File: config.mk
export PLATFORM = sky130hd
export DESIGN_NAME = id_ex_stage
export DESIGN_NICKNAME = d
export VERILOG_FILES = /design/src/rtl/id_ex_stage.sv
export SDC_FILE = /design/constraint.sdc
export NUM_CORES = 1
export LEC_CHECK = 0
export BUFFER_PORTS_ARGS = -buffer_cell sky130_fd_sc_hd__clkbuf_2
export CORE_UTILIZATION = 25
export DETAILED_ROUTE_END_ITERATION = 10
export PLACE_DENSITY_LB_ADDON = 0.12
export SETUP_SLACK_MARGIN = 0.5
export SYNTH_ARGS = -nofsm -noshare
export SYNTH_HDL_FRONTEND = slang
export SYNTH_SLANG_ARGS = --single-unit
File: constraint.sdc
create_clock -name clk -period 5.3 [get_ports clk]
set_input_delay 0 -clock clk [delete_from_list [all_inputs] [get_ports clk]]
set_output_delay 0 -clock clk [all_outputs]
set_load 0.01 [all_outputs]
File: src/rtl/id_ex_stage.sv
// ID/EX pipeline register with load-use hazard detection and a saturating bubble counter.
// Drives PC / IF/ID write enables combinationally from the current EX contents.
module id_ex_stage #(
  parameter int XLEN  = 32,
  parameter int CNT_W = 16
) (
  input  logic             clk,
  input  logic             rst_n,
  input  logic             id_valid,
  input  logic [XLEN-1:0]  id_pc,
  input  logic [XLEN-1:0]  id_rs1_data,
  input  logic [XLEN-1:0]  id_rs2_data,
  input  logic [XLEN-1:0]  id_imm,
  input  logic [4:0]       id_rs1,
  input  logic [4:0]       id_rs2,
  input  logic [4:0]       id_rd,
  input  logic [2:0]       id_funct3,
  input  logic             id_funct7_5,
  input  logic             id_reg_write,
  input  logic             id_mem_to_reg,
  input  logic             id_mem_read,
  input  logic             id_mem_write,
  input  logic             id_branch,
  input  logic             id_alu_src,
  input  logic [1:0]       id_alu_op,
  input  logic             flush,
  input  logic             hold,
  output logic             ex_valid,
  output logic [XLEN-1:0]  ex_pc,
  output logic [XLEN-1:0]  ex_rs1_data,
  output logic [XLEN-1:0]  ex_rs2_data,
  output logic [XLEN-1:0]  ex_imm,
  output logic [4:0]       ex_rs1,
  output logic [4:0]       ex_rs2,
  output logic [4:0]       ex_rd,
  output logic [2:0]       ex_funct3,
  output logic             ex_funct7_5,
  output logic             ex_reg_write,
  output logic             ex_mem_to_reg,
  output logic             ex_mem_read,
  output logic             ex_mem_write,
  output logic             ex_branch,
  output logic             ex_alu_src,
  output logic [1:0]       ex_alu_op,
  output logic             pc_write,
  output logic             ifid_write,
  output logic             load_use_stall,
  output logic [CNT_W-1:0] bubble_count
);

  function automatic logic [CNT_W-1:0] sat_inc(input logic [CNT_W-1:0] v);
    return (&v) ? v : v + CNT_W'(1);
  endfunction

  logic             vld_p1;
  logic [XLEN-1:0]  pc_p1, rs1_data_p1, rs2_data_p1, imm_p1;
  logic [4:0]       rs1_p1, rs2_p1, rd_p1;
  logic [2:0]       funct3_p1;
  logic             funct7_5_p1;
  logic             reg_write_p1, mem_to_reg_p1, mem_read_p1, mem_write_p1, branch_p1, alu_src_p1;
  logic [1:0]       alu_op_p1;
  logic [CNT_W-1:0] bubble_cnt_p1;
  logic             hz_p0;

  // ID stage: hazard check against the instruction currently in EX
  assign hz_p0 = id_valid & vld_p1 & mem_read_p1 & (rd_p1 != 5'd0) &
                 ((rd_p1 == id_rs1) | (rd_p1 == id_rs2));

  assign load_use_stall = hz_p0 & ~flush & ~hold;
  assign pc_write       = flush | ~(hold | hz_p0);
  assign ifid_write     = flush | ~(hold | hz_p0);

  // ID -> EX boundary
  always_ff @(posedge clk) begin
    if (!rst_n) begin
      vld_p1        <= 1'b0;
      pc_p1         <= '0;
      rs1_data_p1   <= '0;
      rs2_data_p1   <= '0;
      imm_p1        <= '0;
      rs1_p1        <= '0;
      rs2_p1        <= '0;
      rd_p1         <= '0;
      funct3_p1     <= '0;
      funct7_5_p1   <= 1'b0;
      reg_write_p1  <= 1'b0;
      mem_to_reg_p1 <= 1'b0;
      mem_read_p1   <= 1'b0;
      mem_write_p1  <= 1'b0;
      branch_p1     <= 1'b0;
      alu_src_p1    <= 1'b0;
      alu_op_p1     <= '0;
      bubble_cnt_p1 <= '0;
    end else begin
      if (flush || !hold) begin
        pc_p1       <= id_pc;
        rs1_data_p1 <= id_rs1_data;
        rs2_data_p1 <= id_rs2_data;
        imm_p1      <= id_imm;
        rs1_p1      <= id_rs1;
        rs2_p1      <= id_rs2;
        rd_p1       <= id_rd;
        funct3_p1   <= id_funct3;
        funct7_5_p1 <= id_funct7_5;
      end
      if (flush || (!hold && hz_p0)) begin
        vld_p1        <= 1'b0;
        reg_write_p1  <= 1'b0;
        mem_to_reg_p1 <= 1'b0;
        mem_read_p1   <= 1'b0;
        mem_write_p1  <= 1'b0;
        branch_p1     <= 1'b0;
        alu_src_p1    <= 1'b0;
        alu_op_p1     <= '0;
      end else if (!hold) begin
        vld_p1        <= id_valid;
        reg_write_p1  <= id_reg_write  & id_valid;
        mem_to_reg_p1 <= id_mem_to_reg & id_valid;
        mem_read_p1   <= id_mem_read   & id_valid;
        mem_write_p1  <= id_mem_write  & id_valid;
        branch_p1     <= id_branch     & id_valid;
        alu_src_p1    <= id_alu_src    & id_valid;
        alu_op_p1     <= id_alu_op & {2{id_valid}};
      end
      if (!flush && !hold && hz_p0)
        bubble_cnt_p1 <= sat_inc(bubble_cnt_p1);
    end
  end

  assign ex_valid      = vld_p1;
  assign ex_pc         = pc_p1;
  assign ex_rs1_data   = rs1_data_p1;
  assign ex_rs2_data   = rs2_data_p1;
  assign ex_imm        = imm_p1;
  assign ex_rs1        = rs1_p1;
  assign ex_rs2        = rs2_p1;
  assign ex_rd         = rd_p1;
  assign ex_funct3     = funct3_p1;
  assign ex_funct7_5   = funct7_5_p1;
  assign ex_reg_write  = reg_write_p1;
  assign ex_mem_to_reg = mem_to_reg_p1;
  assign ex_mem_read   = mem_read_p1;
  assign ex_mem_write  = mem_write_p1;
  assign ex_branch     = branch_p1;
  assign ex_alu_src    = alu_src_p1;
  assign ex_alu_op     = alu_op_p1;
  assign bubble_count  = bubble_cnt_p1;

endmodule

==> PnR_summary.wiki, run 1 <==
{| class="wikitable"
! Metric !! Value
|-
| Post-CTS setup-driven buffer insertion count || 0
|-
| Final worst clock skew || approximately 0.015 ns
|-
| Core area || about 25000 µm²
|-
| Global route overflow || 0
|-
| Die span in y || around 160 µm
|-
| Number of antenna violations at the first check in global routing || 0
|-
| Number of port buffers || approximately 330
|-
| Period utilisation layout || 0.4287
|-
| Worst min-delay path class || in2reg
|-
| DPL Wire Length || roughly 14000 µm
|-
| Number of synthesized flops with an enable pin || 0
|-
| Area enclosed by the die boundary || around 26000 µm²
|-
| Pin count of the biggest net entering global routing || 82
|-
| Number of iterations in the first detailed-routing pass || 4
|-
| Max Fanout on Critical Path || 17
|-
| Total number of placement rows || 57
|-
| Post-detailed-route via-to-cell ratio || around 4.3
|-
| Number of resized instances in the post-cts repair step || 0
|-
| Number of cell instances on the worst register-to-register path || 5
|-
| Instance count of the mapped netlist || between 700 and 800
|-
| Setup repair after global routing missed its margin || false
|-
| Transition time of the tightest slew-check pin || 1.144 ns
|-
| Final wirelength || ~22000 µm
|-
| Max IR drop VDD || ~140 µV
|-
| Inserted Clock Buffers || 17
|-
| Level count of the clock H-tree || 4
|-
| Post-synthesis sequential area ratio || 0.5461
|-
| Post-synthesis async set-or-reset flop share || 0
|-
| Post-synthesis area per instance || 8.011 µm²
|-
| CTS sink cnt || roughly 170
|-
| Diode count || 0
|-
| Final weighted congestion in routability-driven placement || just under 0.8
|-
| Post-cts hold buffer count || 156
|-
| Layout Area Growth over Synthesis || 64.89%
|-
| Final Max Slew Viols || 0
|-
| Die Width || around 160 µm
|-
| Startpoint Class || register
|-
| Worst-case headroom to the max-slew limit || 0.2337
|-
| Post-CTS clock slew at the launch and capture registers of the worst setup and hold paths || 0.08 ns
|-
| Placed inst area || 8215 µm²
|-
| Bufs on Longest Clock Path || 2
|-
| Status || finished clean
|-
| Worst hold slack after final layout || roughly 0.13 ns
|-
| DRC violations left || 0
|-
| Clock share of power || 0.423
|-
| Synthesized Nets || 948
|-
| Share of final-layout standard cells stronger than drive strength 1 || 0.3002
|-
| Clock latency on the worst-skew pair || between 0.4 and 0.5 ns
|-
| Final Hold Viols || 0
|-
| Net switching share of the total power || 0.2601
|-
| Final core occ || 0.4238
|-
| CP Data Arrival Time || approximately 2.6 ns
|-
| Type of the setup path with the least slack || reg2reg
|-
| Root buffer cell || sky130_fd_sc_hd__clkbuf_16
|-
| Maxcap violations || 0
|-
| Minimum period implied by the final worst setup slack || between 2 and 2.5 ns
|-
| Pleak || 4.848 nW
|-
| Yosys cell types || 35
|-
| Number of global-route vias before repair || a little under 7000
|-
| TNS Setup || 0 ns
|-
| Count of pins on the block boundary || 335
|-
| Number of warnings printed during yosys synthesis || 0
|-
| Cell area after layout || 10400 µm²
|-
| Final antenna-violating net count || 0
|-
| Primary flip-flop cell chosen by synthesis mapping || sky130_fd_sc_hd__dfxtp_1
|-
| Nets@finish || 1405
|-
| Cell count of the worst hold path || 3
|-
| Sw Pwr || slightly above 0.0008 W
|-
| Combinational power share || 0.135
|-
| Clock tree from TritonCTS || yes
|-
| Proportion of power drawn by flip-flops and latches || 0.442
|-
| Power Internal || about 0.0023 W
|-
| Required time of the critical path || between 5 and 6 ns
|-
| Endpoints failing setup || 0
|-
| Overall global routing resource usage || 0.1676
|-
| Post-synthesis cell area || between 6000 and 7000 µm²
|-
| Kind of end point of the critical path || register
|-
| Count of state elements after synthesis || approximately 170
|-
| Pwr Density || approximately 300 nW/µm²
|-
| Effective utilization at floorplan || 0.2570
|-
| Global-route wire length before repair || 34980 µm
|-
| Wirelength per Cell || around 14 µm
|-
| Initial detailed-routing violation count || around 380
|-
| Highest Clock Rate || around 440 MHz
|-
| DR vias || slightly below 7000
|}
## cells by family (layout without fill, tap and decap cells)
group,count (synthesis),after routing,share of synthesized area
adder cells (fa/ha/maj),1,1,0.001984
multiplexers,5,5,0.007938
AND/OR/NAND/NOR,353,353,0.2312
AO/OA/AOI/OAI,187,187,0.1625
flip-flops,172,172,0.5461
XOR/XNOR,10,10,0.01389
buffers and inverters,59,528,0.03632
## critical path, cell delays in order (launching register included)
cell and delay (ns):
sky130_fd_sc_hd__dfxtp_1 0.44, sky130_fd_sc_hd__and4_4 0.29, sky130_fd_sc_hd__nand4_4 0.12, sky130_fd_sc_hd__o211ai_1 0.93, sky130_fd_sc_hd__nor2_1 0.20, sky130_fd_sc_hd__mux2i_1 0.17
## cell usage after synthesis (2+ instances only)
| cell type | count | area, µm² |
|---|---|---|
| sky130_fd_sc_hd__nand2_1 | 304 | 1141 |
| sky130_fd_sc_hd__dfxtp_1 | 172 | 3443 |
| sky130_fd_sc_hd__a21oi_1 | 158 | 790.8 |
| sky130_fd_sc_hd__clkbuf_1 | 50 | 187.7 |
| sky130_fd_sc_hd__o31ai_1 | 10 | 75.07 |
| sky130_fd_sc_hd__or4_1 | 10 | 75.07 |
| sky130_fd_sc_hd__xor2_1 | 10 | 87.58 |
| sky130_fd_sc_hd__a22o_1 | 8 | 70.07 |
| sky130_fd_sc_hd__nand3_1 | 7 | 35.03 |
| sky130_fd_sc_hd__nor2_1 | 7 | 26.28 |
| sky130_fd_sc_hd__mux2i_1 | 5 | 50.05 |
| sky130_fd_sc_hd__nand2b_1 | 5 | 31.28 |
| sky130_fd_sc_hd__nand4_1 | 5 | 31.28 |
| sky130_fd_sc_hd__nor4_1 | 4 | 25.02 |
| sky130_fd_sc_hd__and2_1 | 3 | 18.77 |
| sky130_fd_sc_hd__buf_1 | 3 | 11.26 |
| sky130_fd_sc_hd__buf_2 | 3 | 15.01 |
| sky130_fd_sc_hd__nor3_1 | 3 | 15.01 |
| sky130_fd_sc_hd__a21o_1 | 2 | 15.01 |
| sky130_fd_sc_hd__and4_4 | 2 | 22.52 |
| sky130_fd_sc_hd__o21ai_0 | 2 | 10.01 |
## metal layers
layer,track usage,vias to the layer above,share of wire
li1,-,3524,-
met1,0.2049,3055,0.46
met2,0.2885,224,0.47
met3,0.04158,15,0.058
met4,0.05146,0,0.013
met5,0,-,0
## metrics by stage
step | power, W | std cells | setup slack [ns]
4_1_cts | 0.003223 | 1580 | 3.007
3_3_place_gp | 0.001767 | 1393 | 3.044
6_report | 0.003168 | 1580 | 3.028
3_5_place_dp | 0.001768 | 1393 | 3.010
2_1_floorplan | 0.001592 | 787 | 3.478
5_1_grt | 0.003328 | 1580 | 2.835
## path summary, 6_finish.rpt
kind         slack (ns)              end       startpoint
max                3.03  bubble_count[1]  bubble_count[7]
min                0.13         ex_valid         id_valid
max reg2reg        3.03  bubble_count[1]  bubble_count[7]
min reg2reg        0.45  ex_rs2_data[25]  ex_rs2_data[25]
## power by group through the flow
stage / sequential [W] / clock (W) / combinational, W
final: 0.00140 / 0.00134 / 0.000429
after global routing: 0.00141 / 0.00145 / 0.000472
after CTS: 0.00140 / 0.00139 / 0.000433
after detailed placement: 0.00143 / 0 / 0.000338
after global placement: 0.00143 / 0 / 0.000339
after floorplan: 0.00146 / 0 / 0.000131
## cells in the final DEF (no fill, tap or decap), types with 3 or more instances in the layout
cell type / count
sky130_fd_sc_hd__clkbuf_2: 334
sky130_fd_sc_hd__nand2_1: 304
sky130_fd_sc_hd__dfxtp_1: 172
sky130_fd_sc_hd__a21oi_1: 158
sky130_fd_sc_hd__dlygate4sd3_1: 156
sky130_fd_sc_hd__clkbuf_16: 17
sky130_fd_sc_hd__xor2_1: 10
sky130_fd_sc_hd__o31ai_1: 10
sky130_fd_sc_hd__or4_1: 10
sky130_fd_sc_hd__a22o_1: 8
sky130_fd_sc_hd__nor2_1: 7
sky130_fd_sc_hd__nand3_1: 7
sky130_fd_sc_hd__nand4_1: 5
sky130_fd_sc_hd__mux2i_1: 5
sky130_fd_sc_hd__buf_4: 5
sky130_fd_sc_hd__nor4_1: 4
sky130_fd_sc_hd__nand2b_1: 4
sky130_fd_sc_hd__inv_6: 4
sky130_fd_sc_hd__nor3_1: 3
sky130_fd_sc_hd__and2_1: 3
sky130_fd_sc_hd__bufinv_16: 3
sky130_fd_sc_hd__inv_8: 3
## area by class of cell
class                      count  area, µm²
clock inverter                13      180.2
multi-input combinational    556       2648
tap                          324      405.4
clock buffer                  18      439.2
timing repair buffer         495       3271
inverter                       2      10.01
fill                        2484      14140
sequential                   172       3443
No activity file was read; power rests on OpenSTA's default activity.
==> run 2, diff against run 1 <==
==> constraint.sdc (replaced) <==
create_clock -name clk -period 2.1 [get_ports clk]
set_input_delay 0 -clock clk [delete_from_list [all_inputs] [get_ports clk]]
set_output_delay 0 -clock clk [all_outputs]
set_load 0.01 [all_outputs]
==> run 2 against run 1 <==
Effect of this change:
- routed wire length up 4.5%
- non-clock buffer count grew 11
- global-route usage grew 0.49 points
- final area up 3.9%
- via count grew 2.1%
- total power increased by 150%
- first-iteration DRC count shrank 14%
- fmax grew 18%
- clock power increased by 130%
- combinational power rose to 2.7 times the previous value
- sequential share of layout area shrank 0.84 points
- critical path type unchanged
==> PnR_summary.wiki, run 2 (same netlist as run 1, synthesis figures left out) <==
{| class="wikitable"
! Metric !! Value
|-
| Area enclosed by the die boundary || 25860 µm² (unchanged)
|-
| Filler-free cell count of the finished design || 1592 (was 1580)
|-
| DR vias || 6964 (was 6818)
|-
| Core area || 24530 µm² (unchanged)
|-
| Final antenna-violating net count || 0 (unchanged)
|-
| Launching instance or port of the critical path || ex_rd[4] (was bubble_count[7])
|-
| Commonest non-fill, non-tap cell in the layout || sky130_fd_sc_hd__clkbuf_2 (unchanged)
|-
| Total number of placement rows || 57 (unchanged)
|-
| Number of antenna violations at the first check in global routing || 1 (was 0)
|-
| Share of final-layout standard cells stronger than drive strength 1 || 0.3433 (was 0.3002)
|-
| Final core occ || 0.4403 (was 0.4238)
|-
| Die Width || 160.8 µm (unchanged)
|-
| Clock tree from TritonCTS || yes (unchanged)
|-
| Clock latency on the worst-skew pair || 0.42 ns (was 0.43 ns)
|-
| Placed instance count || 1397 (was 1393)
|-
| Post-CTS clock slew at the launch and capture registers of the worst setup and hold paths || 0.08 ns (about the same)
|-
| Max Fanout on Critical Path || 10 (was 17)
|-
| Commonest cells after routing, fill and taps aside || sky130_fd_sc_hd__clkbuf_2, sky130_fd_sc_hd__nand2_1, sky130_fd_sc_hd__dlygate4sd3_1 (was sky130_fd_sc_hd__clkbuf_2, sky130_fd_sc_hd__nand2_1, sky130_fd_sc_hd__dfxtp_1)
|-
| Final Hold Viols || 0 (unchanged)
|-
| TNS Setup || 0 ns (unchanged)
|-
| Wirelength per Cell || 14.34 µm (was 13.82 µm)
|-
| Highest Clock Rate || 518.6 MHz (was 440.1 MHz)
|-
| Maxcap violations || 0 (unchanged)
|-
| Post-detailed-route via-to-cell ratio || 4.374 (was 4.315)
|-
| Status || finished clean (unchanged)
|-
| Final Max Slew Viols || 0 (unchanged)
|-
| Effective utilization at floorplan || 0.2570 (unchanged)
|-
| Cell area after layout || 10800 µm² (was 10400 µm²)
|-
| Worst min-delay path class || in2reg (unchanged)
|-
| DPL Wire Length || 14360 µm (was 14220 µm)
|-
| Final wirelength || 22830 µm (was 21830 µm)
|-
| Kind of end point of the critical path || register (unchanged)
|-
| Startpoint Class || register (unchanged)
|-
| Number of port buffers || 334 (unchanged)
|-
| Layout Area Growth over Synthesis || 71.34% (was 64.89%)
|-
| Root buffer cell || sky130_fd_sc_hd__clkbuf_16 (unchanged)
|-
| Period utilisation layout || 0.9182 (was 0.4287)
|-
| Number of iterations in the first detailed-routing pass || 4 (unchanged)
|-
| Endpoints failing setup || 0 (unchanged)
|-
| Initial detailed-routing violation count || 331 (was 383)
|-
| Transition time of the tightest slew-check pin || 0.7824 ns (was 1.144 ns)
|-
| Worst-case headroom to the max-slew limit || 0.4784 (was 0.2337)
|-
| Bufs on Longest Clock Path || 2 (unchanged)
|-
| Global route overflow || 0 (unchanged)
|-
| Level count of the clock H-tree || 4 (unchanged)
|-
| CP Data Arrival Time || 2.28 ns (was 2.59 ns)
|-
| Overall global routing resource usage || 0.1725 (was 0.1676)
|-
| Final worst clock skew || 0.01031 ns (was 0.01480 ns)
|-
| Pwr Density || 723.4 nW/µm² (was 304.7 nW/µm²)
|-
| Count of pins on the block boundary || 335 (unchanged)
|-
| Origin of the worst min-delay path || id_valid (unchanged)
|-
| Worst hold slack after final layout || 0.07264 ns (was 0.1282 ns)
|-
| Placed inst area || 8371 µm² (was 8215 µm²)
|-
| Pin count of the biggest net entering global routing || 159 (was 82)
|-
| Pleak || 5.002 nW (was 4.848 nW)
|-
| Required time of the critical path || 2.45 ns (was 5.62 ns)
|-
| Max IR drop VDD || 430.4 µV (was 143.0 µV)
|-
| Reg-to-reg critical path startpoint || ex_rd[4] (was bubble_count[7])
|-
| Setup repair after global routing missed its margin || true (was false)
|-
| Die span in y || 160.8 µm (unchanged)
|-
| Minimum period implied by the final worst setup slack || 1.928 ns (was 2.272 ns)
|-
| Inserted Clock Buffers || 17 (unchanged)
|-
| DRC violations left || 0 (unchanged)
|-
| Number of global-route vias before repair || 6910 (was 6842)
|-
| Final weighted congestion in routability-driven placement || 0.7396 (was 0.7866)
|-
| Type of the setup path with the least slack || reg2reg (unchanged)
|-
| CTS sink cnt || 172 (unchanged)
|-
| Global-route wire length before repair || 35910 µm (was 34980 µm)
|-
| Nets@finish || 1416 (was 1405)
|}
## run 2: cell type report
type	count	area, µm²
diodes	1	2.502
clock buffers	18	450.4
clock inverters	13	123.9
fillers	2508	13730
inverters	2	10.01
multi-input cells	556	2845
flip-flops and latches	172	3487
well taps	324	405.4
repair buffers	506	3478
## run 2: worst paths after layout
check	to	slack, ns	cells after the start
setup / recovery	bubble_count[2]	0.17	7
hold / removal	ex_valid	0.07	3
setup reg to reg	bubble_count[2]	0.17	7
hold reg to reg	ex_rs2_data[30]	0.45	2
## run 2: power by group
part / leakage [nW] / internal, W / switching (W) / total [W]
combinational: 3.30 / 0.000581 / 0.000574 / 0.00116
sequential: 1.43 / 0.00343 / 0.0000978 / 0.00353
clock: 0.275 / 0.00164 / 0.00149 / 0.00313
## run 2: layer usage
metal	wire (µm)	share of wire	GRT usage	vias up
met3	1332	0.058	0.04339	14
met1	9930	0.44	0.2073	3197
met4	308	0.013	0.04760	0
met2	11250	0.49	0.3034	208
met5	0	0	0	-
li1	-	-	-	3545
## run 2: repair_timing
action / in CTS / in global routing
endpoints found under the hold margin: 160 / 0
pin swaps: 8 / 17
gates cloned: 1 / 0
resized for setup: 17 / 30
hold buffers: 156 / 0
setup endpoints to repair: 28 / 28
buffers inserted: 5 / 1
## run 2: critical path: stages, from the launching register on
cell and delay (ns):
sky130_fd_sc_hd__dfxtp_2 0.36, sky130_fd_sc_hd__xor2_1 0.16, sky130_fd_sc_hd__nor3_1 0.23, sky130_fd_sc_hd__a22oi_2 0.17, sky130_fd_sc_hd__buf_12 0.16, sky130_fd_sc_hd__clkbuf_16 0.15, sky130_fd_sc_hd__or4_4 0.51, sky130_fd_sc_hd__a21oi_2 0.12
## run 2: metrics by stage
step	total power [W]	setup slack (ns)
floorplan	0.004013	0.4801
global placement	0.004476	0.1939
detailed placement	0.004480	0.1840
CTS	0.007923	0.1458
global route	0.008201	0.1085
finish	0.007815	0.1717
